### config.mk
export PLATFORM = sky130hd
export DESIGN_NAME = if_fetch
export DESIGN_NICKNAME = d
export VERILOG_FILES = /design/src/rtl/if_fetch.sv
export SDC_FILE = /design/constraint.sdc
export NUM_CORES = 1
export LEC_CHECK = 0
export CAP_MARGIN = 20
export CORE_ASPECT_RATIO = 1.75
export CORE_MARGIN = 5
export CORE_UTILIZATION = 30
export CTS_CLUSTER_DIAMETER = 50
export DETAILED_ROUTE_END_ITERATION = 7
export PLACE_DENSITY_LB_ADDON = 0.1
export SLEW_MARGIN = 20
export SYNTH_ARGS = -nofsm -noshare
export SYNTH_HDL_FRONTEND = slang
export SYNTH_SLANG_ARGS = --single-unit
### constraint.sdc
create_clock -name clk_i -period 3.32 [get_ports clk_i]
set_input_delay 0.664 -clock clk_i [delete_from_list [all_inputs] [get_ports clk_i]]
set_output_delay 0.664 -clock clk_i [all_outputs]
set_load 0.05 [all_outputs]
### src/rtl/if_fetch.sv
// Instruction fetch stage: PC register, legal-window check and IF/ID register with delay-slot redirect.
// One-cycle IF->ID latency; stall freezes PC and IF/ID (redirect is ignored while stalled).
module if_fetch #(
  parameter logic [31:0] PC_RESET = 32'h0000_3000,
  parameter int unsigned IM_WORDS = 4096
) (
  input  logic        clk_i,
  input  logic        reset_i,
  input  logic        stall_i,
  input  logic        redirect_i,
  input  logic [31:0] redirect_pc_i,
  output logic [31:0] imem_addr_o,
  input  logic [31:0] imem_data_i,
  output logic [31:0] f_pc_o,
  output logic [31:0] d_instr_o,
  output logic [31:0] d_pc_o,
  output logic [31:0] d_pc8_o,
  output logic        fault_o,
  output logic [31:0] fault_pc_o
);

  localparam logic [31:0] PC_LAST = PC_RESET + 32'(4 * IM_WORDS) - 32'd4;
  localparam logic [31:0] NOP     = 32'h0000_0000;

  logic [31:0] f_pc_q, f_pc_d;
  logic [31:0] d_instr_q, d_instr_d;
  logic [31:0] d_pc_q;
  logic [31:0] d_pc8_q;
  logic        fault_q;
  logic [31:0] fault_pc_q;
  logic        fetch_legal;

  assign fetch_legal = (f_pc_q >= PC_RESET) && (f_pc_q <= PC_LAST);

  // Redirect does not flush IF/ID: the word fetched this cycle is the delay slot.
  always_comb begin
    f_pc_d    = redirect_i ? {redirect_pc_i[31:2], 2'b00} : f_pc_q + 32'd4;
    d_instr_d = fetch_legal ? imem_data_i : NOP;
  end

  always_ff @(posedge clk_i) begin
    if (reset_i) begin
      f_pc_q     <= PC_RESET;
      d_instr_q  <= NOP;
      d_pc_q     <= PC_RESET;
      d_pc8_q    <= PC_RESET + 32'd8;
      fault_q    <= 1'b0;
      fault_pc_q <= 32'h0000_0000;
    end else if (!stall_i) begin
      f_pc_q    <= f_pc_d;
      d_instr_q <= d_instr_d;
      d_pc_q    <= f_pc_q;
      d_pc8_q   <= f_pc_q + 32'd8;
      // Only the first out-of-window fetch is recorded.
      if (!fetch_legal && !fault_q) begin
        fault_q    <= 1'b1;
        fault_pc_q <= f_pc_q;
      end
    end
  end

  assign imem_addr_o = f_pc_q;
  assign f_pc_o      = f_pc_q;
  assign d_instr_o   = d_instr_q;
  assign d_pc_o      = d_pc_q;
  assign d_pc8_o     = d_pc8_q;
  assign fault_o     = fault_q;
  assign fault_pc_o  = fault_pc_q;

endmodule

==> metrics, run 1 <==
status finished, final reports clean; CP delay by family, top buffers and inverters; Worst Path Buf+Inv 1; slew of the pin with the lowest slew margin slightly below 1 ns; clk_skew 0.0112 ns; full die area 0.0287 sq mm; drt via density 5.18; 1st-pass router iterations 5; FF-to-FF End f_pc_o[17]$_SDFFE_PP0N_; Pleak 0.00382 uW; die width 130 microns; vias in the first global route 7,216; IO buf count around 250; DRC violations left 0; Routed WL per cell between 20 and 25 microns; Post-synth EDFFs 0; WHS 0.454 ns; Period minus WS final between 2 and 3 ns; Core Rows 77; Synth Area in XOR/XNOR 1.38%; top cell type's share of synthesized area about two fifths; H-Tree Level Count 4; initial antenna violation count 1; Worst-Skew Late Latency about 0.45 ns; ys async rst share 0%; CP Cell Sequence clkdlybuf4s50_1; Initial Utilization 30.2%; GRT Residual Overflow 0; crit end category primary output; most frequent cells after synthesis 152 x dfxtp_1, 125 x nand2_1, 74 x nor2_1; reg2reg setup slack 0.71 ns; RePlAce Congestion 0.915; area fraction in compound gates after synthesis 15.1%; worst vdd ir between 0.3 and 0.4 mV; fin crit share between 80 and 90%; Final Hold Violating Endpoints 0; Max Slew Vio Count 0; Synth Register Bits 152; Clock Tree Buf Depth 2; Final #Nets 1,183; area grow syn2layout 41.1%; final wirelength 29,900 microns; HP Start fault_pc_o[29]$_SDFFE_PP0P_; first-pass GRT wire length 45,000 microns; Num CTS Buffers 17; Post-Synth Simple-Gate Area between 20% and 30%; CTS clk-pin slew, worst paths about 0.060 ns; Hold Path Cell Cnt 2; most frequent cell after synthesis dfxtp_1; CP Launch Type flip-flop; Max Cap Viol 0; largest family of logic cells by synthesized area simple AND/OR/NAND/NOR gates; unrepaired setup endpoints after global routing false; Top FF cell, synth dfxtp_1; worst min-delay path endpoint fault_pc_o[29]$_SDFFE_PP0P_; largest net degree at the start of global routing 107; core area 0.0251 sq mm; Synth area leader dfxtp_1; kind of critical path flip-flop to primary output; post-route ant nets 0; Synth area leaders dfxtp_1 40%, mux2i_1 7.1%, nand2_1 6.2%; post-CTS sizing 0; reg2reg start f_pc_o[3]$_SDFFE_PP0N_; Via Count 7,461; Post-Syn Instances 938; # setup viols final 0; post-layout util 42.6%; max_slew headroom 34.1%; DR iter-0 viols 486; library cells used by synthesis 60; Critical Path Max Stage Delay 0.93 ns; hold_buf cts 0; Synth Cell Area approximately 0.0076 sq mm; I/O pin cnt ~260; worst reg2reg path depth 5; Clock Tree Root clkbuf_16; Crit path required time 2.66 ns; CTS Sinks 152; highest clock rate roughly 360 MHz; post-synthesis mux area share roughly 7.1%; syn avg cell area 8.10 sq um; post-synthesis sequential area ratio 40.1%; Setup WS pre-CTS 0.678 ns; Post-Synth Adder-Cell Area less than 1%; GRT Overall Usage 20.9%; worst-path fanout max 14; setup TNS 0 ns; DIE HEIGHT 221 microns; worst setup margin 0.527 ns; setup fix buffers added after clock tree synthesis 0; Pwr per Cell Area 485 mW/mm^2; HPWL after detailed placement 21,800 microns; TritonCTS clock tree yes; Critical Path AT roughly 2.1 ns; share of cells above drive strength 1 7.11%; Antenna diodes 0; Yosys warning count 0; Crit-path slowest cell clkdlybuf4s50_1; hold crit path type flip-flop to flip-flop
-- sequential cells by signal, summed over array words and instances, names as in the netlist --
signal      cells
fault_o         1
d_pc8_o        29
fault_pc_o     30
d_pc_o         30
d_instr_o      32
f_pc_o         30
-- final cells by class --
cell class	count	area (sq um)
Tap cell	316	395
Clock buffer	21	470
Timing Repair Buffer	283	2770
Multi-Input combinational cell	614	3710
Inverter	44	165
Sequential cell	152	3040
Fill cell	2560	14400
Clock inverter	11	169
-- power breakdown --
part	internal, uW	switching [uW]
combinational	368	689
sequential	1900	97.0
clock	1320	827
total	3590	1610
-- through the flow --
stage | area, sq um | power (uW) | instances
2_1_floorplan | 7630 | 2720 | 947
3_5_place_dp | 10100 | 3100 | 1409
5_1_grt | 10700 | 5420 | 1441
4_1_cts | 10700 | 5270 | 1441
6_report | 10700 | 5200 | 1441
3_3_place_gp | 10100 | 3100 | 1409
-- metal layers --
layer	wire, microns	track usage (%)
met5	20	0
met2	14900	35.2
met4	1330	10.9
met1	11500	23.9
met3	2150	5.70
-- kinds of logic after synthesis --
logic type / after synthesis
AOI/OAI and AO/OA: 174
xor gates and xnor gates: 12
adders and majority gates: 3
buffers and inverters: 181
DFF: 152
muxes: 54
other: 1
and+or+nand+nor: 361
-- cells in the final DEF, fill, tap and decap left out, types with 4 or more instances in the layout --
master and n:
a211oi_1 13, a21oi_1 56, a22oi_1 8, a311oi_1 15, a31oi_1 9, and2_1 7, and3_1 5, and4_1 7
buf_4 35, bufinv_16 4, clkbuf_16 17, clkdlybuf4s50_1 246, clkinvlp_4 4, conb_1 10, dfxtp_1 152, inv_1 43
mux2i_1 54, nand2_1 125, nand3_1 20, nand4_1 23, nor2_1 74, nor2b_1 4, nor3_1 12, nor4_1 13
o211ai_1 6, o21ai_0 25, o31a_1 4, o31ai_1 5, o41ai_1 6, or3_1 11, or4_1 41, xnor2_1 9
-- worst max-delay path by stage --
| stage | depth (start not counted) | from | slack (ns) | endpoint |
|---|---|---|---|---|
| 2_1_floorplan | 6 | f_pc_o[3]$_SDFFE_PP0N_ | 0.77 | f_pc_o[17]$_SDFFE_PP0N_ |
| 3_3_place_gp | 5 | f_pc_o[3]$_SDFFE_PP0N_ | 0.72 | f_pc_o[17]$_SDFFE_PP0N_ |
| 3_5_place_dp | 5 | redirect_i | 0.68 | f_pc_o[29]$_SDFFE_PP0N_ |
| 4_1_cts | 1 | f_pc_o[22]$_SDFFE_PP0N_ | 0.49 | f_pc_o[22] |
| 5_1_grt | 2 | f_pc_o[17]$_SDFFE_PP0N_ | 0.46 | imem_addr_o[17] |
| 6_report | 1 | f_pc_o[22]$_SDFFE_PP0N_ | 0.53 | f_pc_o[22] |
(Power assumes the default switching activity.)
==> run 2: changes to the inputs <==
- clock period: 3.32 -> 2.8 ns (I/O delays scaled with it)
==> run 2 against run 1 <==
  * Sequential cell count is the same
  * Clock power grew 7%
  * First-iteration DRC count shrank 17%
  * Die area is the same
  * Power grew 14%
  * Clock skew grew 0.00098 ns
  * Sequential share of layout area shrank 0.28 points
  * Setup slack lost 0.42 ns
  * Register-to-register slack lost 0.31 ns
  * Critical path depth grew 1
  * Via count grew 1.6%
  * Cell count grew 1.5%
  * Critical path type unchanged
  * Critical endpoint is now imem_addr_o[16]
  * Largest cell class unchanged
==> metrics, run 2 (synthesis results as in run 1) <==
vias in the first global route 7,438 (+3.1%); worst reg2reg path depth 5 (unchanged); CTS clk-pin slew, worst paths 0.07 ns (about the same); # setup viols final 0 (unchanged); part of the power in the clock network 38.5% (-2.8 points); DIE HEIGHT 221 microns (unchanged); initial antenna violation count 1 (unchanged); largest net degree at the start of global routing 73 (-32%); most common cell after layout, fill and taps aside clkdlybuf4s50_1; Via Count 7,578 (+1.6%); HP Start fault_pc_o[28]$_SDFFE_PP0P_; reg2reg start f_pc_o[3]$_SDFFE_PP0N_; Max Slew Vio Count 0 (unchanged); first-pass GRT wire length 45,100 microns (+0.28%); combinational cell fraction of total power 21.8% (+1.5 points); share of cells above drive strength 1 8.73% (+1.6 points); clk_skew 0.0121 ns (+0.000977 ns); drt via density 5.18 (about the same); area grow syn2layout 42.5%; CP Launch Type flip-flop; most frequent cells in the layout 245 x clkdlybuf4s50_1, 152 x dfxtp_1, 125 x nand2_1, 74 x nor2_1, 56 x a21oi_1; kind of critical path flip-flop to primary output; Core Rows 77 (unchanged); Pwr per Cell Area 548 mW/mm^2 (+13%); reg2reg setup slack 0.40 ns (-0.31 ns); setup TNS 0 ns (unchanged); H-Tree Level Count 4 (unchanged); total power 5930 uW (+14%); max reg flops 32 (unchanged); Max Cap Viol 0 (unchanged); Seq pwr share 39.7% (+1.3 points); Routed WL per cell 20.6 microns (-0.42%); core area 0.0251 sq mm (unchanged); Pint 4010 uW (+12%); GRT Overall Usage 20.9% (about the same); I/O pin cnt 261 (unchanged); IO buf count 248 (unchanged); Period minus WS final 2.69 ns; NetSw 1920 uW (+19%); Clock Tree Buf Depth 2 (unchanged); 1st-pass router iterations 7 (+2); Initial Utilization 30.2% (unchanged); die width 130 microns (unchanged); RePlAce Congestion 0.882 (-3.6%); slew of the pin with the lowest slew margin 0.677 ns (-0.312 ns); hold_buf cts 0 (unchanged); setup fix buffers added after clock tree synthesis 0 (unchanged); FF-to-FF End d_pc8_o[29]$_SDFFE_PP0N_; HPWL after detailed placement 22,200 microns (+2.0%); DRC violations left 0 (unchanged); DR iter-0 viols 403 (-17%); unrepaired setup endpoints after global routing false; Fillers 2,566 (+0.23%); area occupied by registers 0.00304 sq mm (unchanged); CTS Sinks 152 (unchanged); Final Hold Violating Endpoints 0 (unchanged); area of the multi-input gates 0.00371 sq mm (unchanged); Pleak 0.00390 uW (+2.0%); post-route ant nets 0 (unchanged); Num CTS Buffers 17 (unchanged); status finished, final reports clean; worst-path fanout max 8 (-6); crit end category primary output; hold crit path type flip-flop to flip-flop; fin crit share 96.2%; Final #Nets 1,204 (+1.8%); TritonCTS clock tree yes; final wirelength 30,200 microns (+1.1%); worst vdd ir 0.373 mV (+21%); post-CTS sizing 0 (unchanged); Clock Tree Root clkbuf_16; full die area 0.0287 sq mm (unchanged); Worst-Skew Late Latency 0.45 ns (about the same); worst min-delay path endpoint fault_pc_o[28]$_SDFFE_PP0P_; Net Sw Frac 32.3% (+1.3 points); Critical Path AT 2.13 ns (about the same); max_slew headroom 54.4% (+20 points); Hold Path Cell Cnt 2 (unchanged); highest clock rate approximately 370 MHz; Crit path required time 2.24 ns (-0.42 ns); GRT Residual Overflow 0 (unchanged)
[run 2: changes by cell type in the layout (fill, tap and decap cells not counted)]
cell	delta
buf_4	+20
clkbuf_8	-3
buf_12	+2
bufinv_16	-2
clkbuf_1	+2
clkinv_2	+2
clkdlybuf4s50_1	-1
clkinv_4	+1
diode_2	+1
[run 2: metal layers]
| metal | track usage [%] | vias to the layer above | part of all wire, % |
|---|---|---|---|
| li1 | - | 3657 | - |
| met1 | 23.1 | 3509 | 37 |
| met2 | 35.3 | 335 | 50 |
| met3 | 6.50 | 75 | 8.4 |
| met4 | 11.5 | 2 | 4.9 |
| met5 | 0 | - | 0.036 |
[run 2: critical path, stage by stage, from the launching register on]
cell and delay, ns:
dfxtp_1 0.61, buf_4 0.26, clkdlybuf4s50_1 0.81
[run 2: final cells by class]
class	count	share of cell area, %
multi-input combinational	614	34.3
timing repair buffer	304	27.2
clock inverter	12	1.18
antenna	1	0.0231
tap	316	3.65
inverter	44	1.53
clock buffer	20	4.03
sequential	152	28.1
[run 2: through the flow]
stage          instances  instance area [sq um]  hold WS [ns]  setup WS, ns  util, %
2_1_floorplan        947                   7630         0.668         0.246        -
3_3_place_gp        1430                  10300         0.442         0.440     40.8
3_5_place_dp        1430                  10300         0.448         0.419     40.8
4_1_cts             1462                  10800         0.460        0.0849     43.0
5_1_grt             1462                  10800         0.478        0.0716     43.0
6_report            1463                  10800         0.456         0.105     43.1
[run 2: power by group through the flow]
stage	combinational [uW]	clock [uW]	sequential, uW
after floorplan	556	0	2670
after global placement	1300	0	2400
after detailed placement	1300	0	2400
after CTS	1310	2340	2350
after global routing	1370	2440	2360
final	1290	2280	2350
[run 2: how the worst max path moves through the flow]
stage,start,to,slack [ns],depth (start not counted)
2_1_floorplan,f_pc_o[3]$_SDFFE_PP0N_,f_pc_o[17]$_SDFFE_PP0N_,0.25,6
3_3_place_gp,f_pc_o[3]$_SDFFE_PP0N_,f_pc_o[17]$_SDFFE_PP0N_,0.44,5
3_5_place_dp,f_pc_o[3]$_SDFFE_PP0N_,f_pc_o[17]$_SDFFE_PP0N_,0.42,5
4_1_cts,f_pc_o[16]$_SDFFE_PP0N_,imem_addr_o[16],0.08,2
5_1_grt,f_pc_o[16]$_SDFFE_PP0N_,f_pc_o[16],0.07,2
6_report,f_pc_o[16]$_SDFFE_PP0N_,imem_addr_o[16],0.11,2
==> run 3: changes to the inputs <==
- ABC_CLOCK_PERIOD_IN_PS: not set -> 2800
==> results of run 3 <==
Final layout, timing and power as in run 2 (identical DEF).
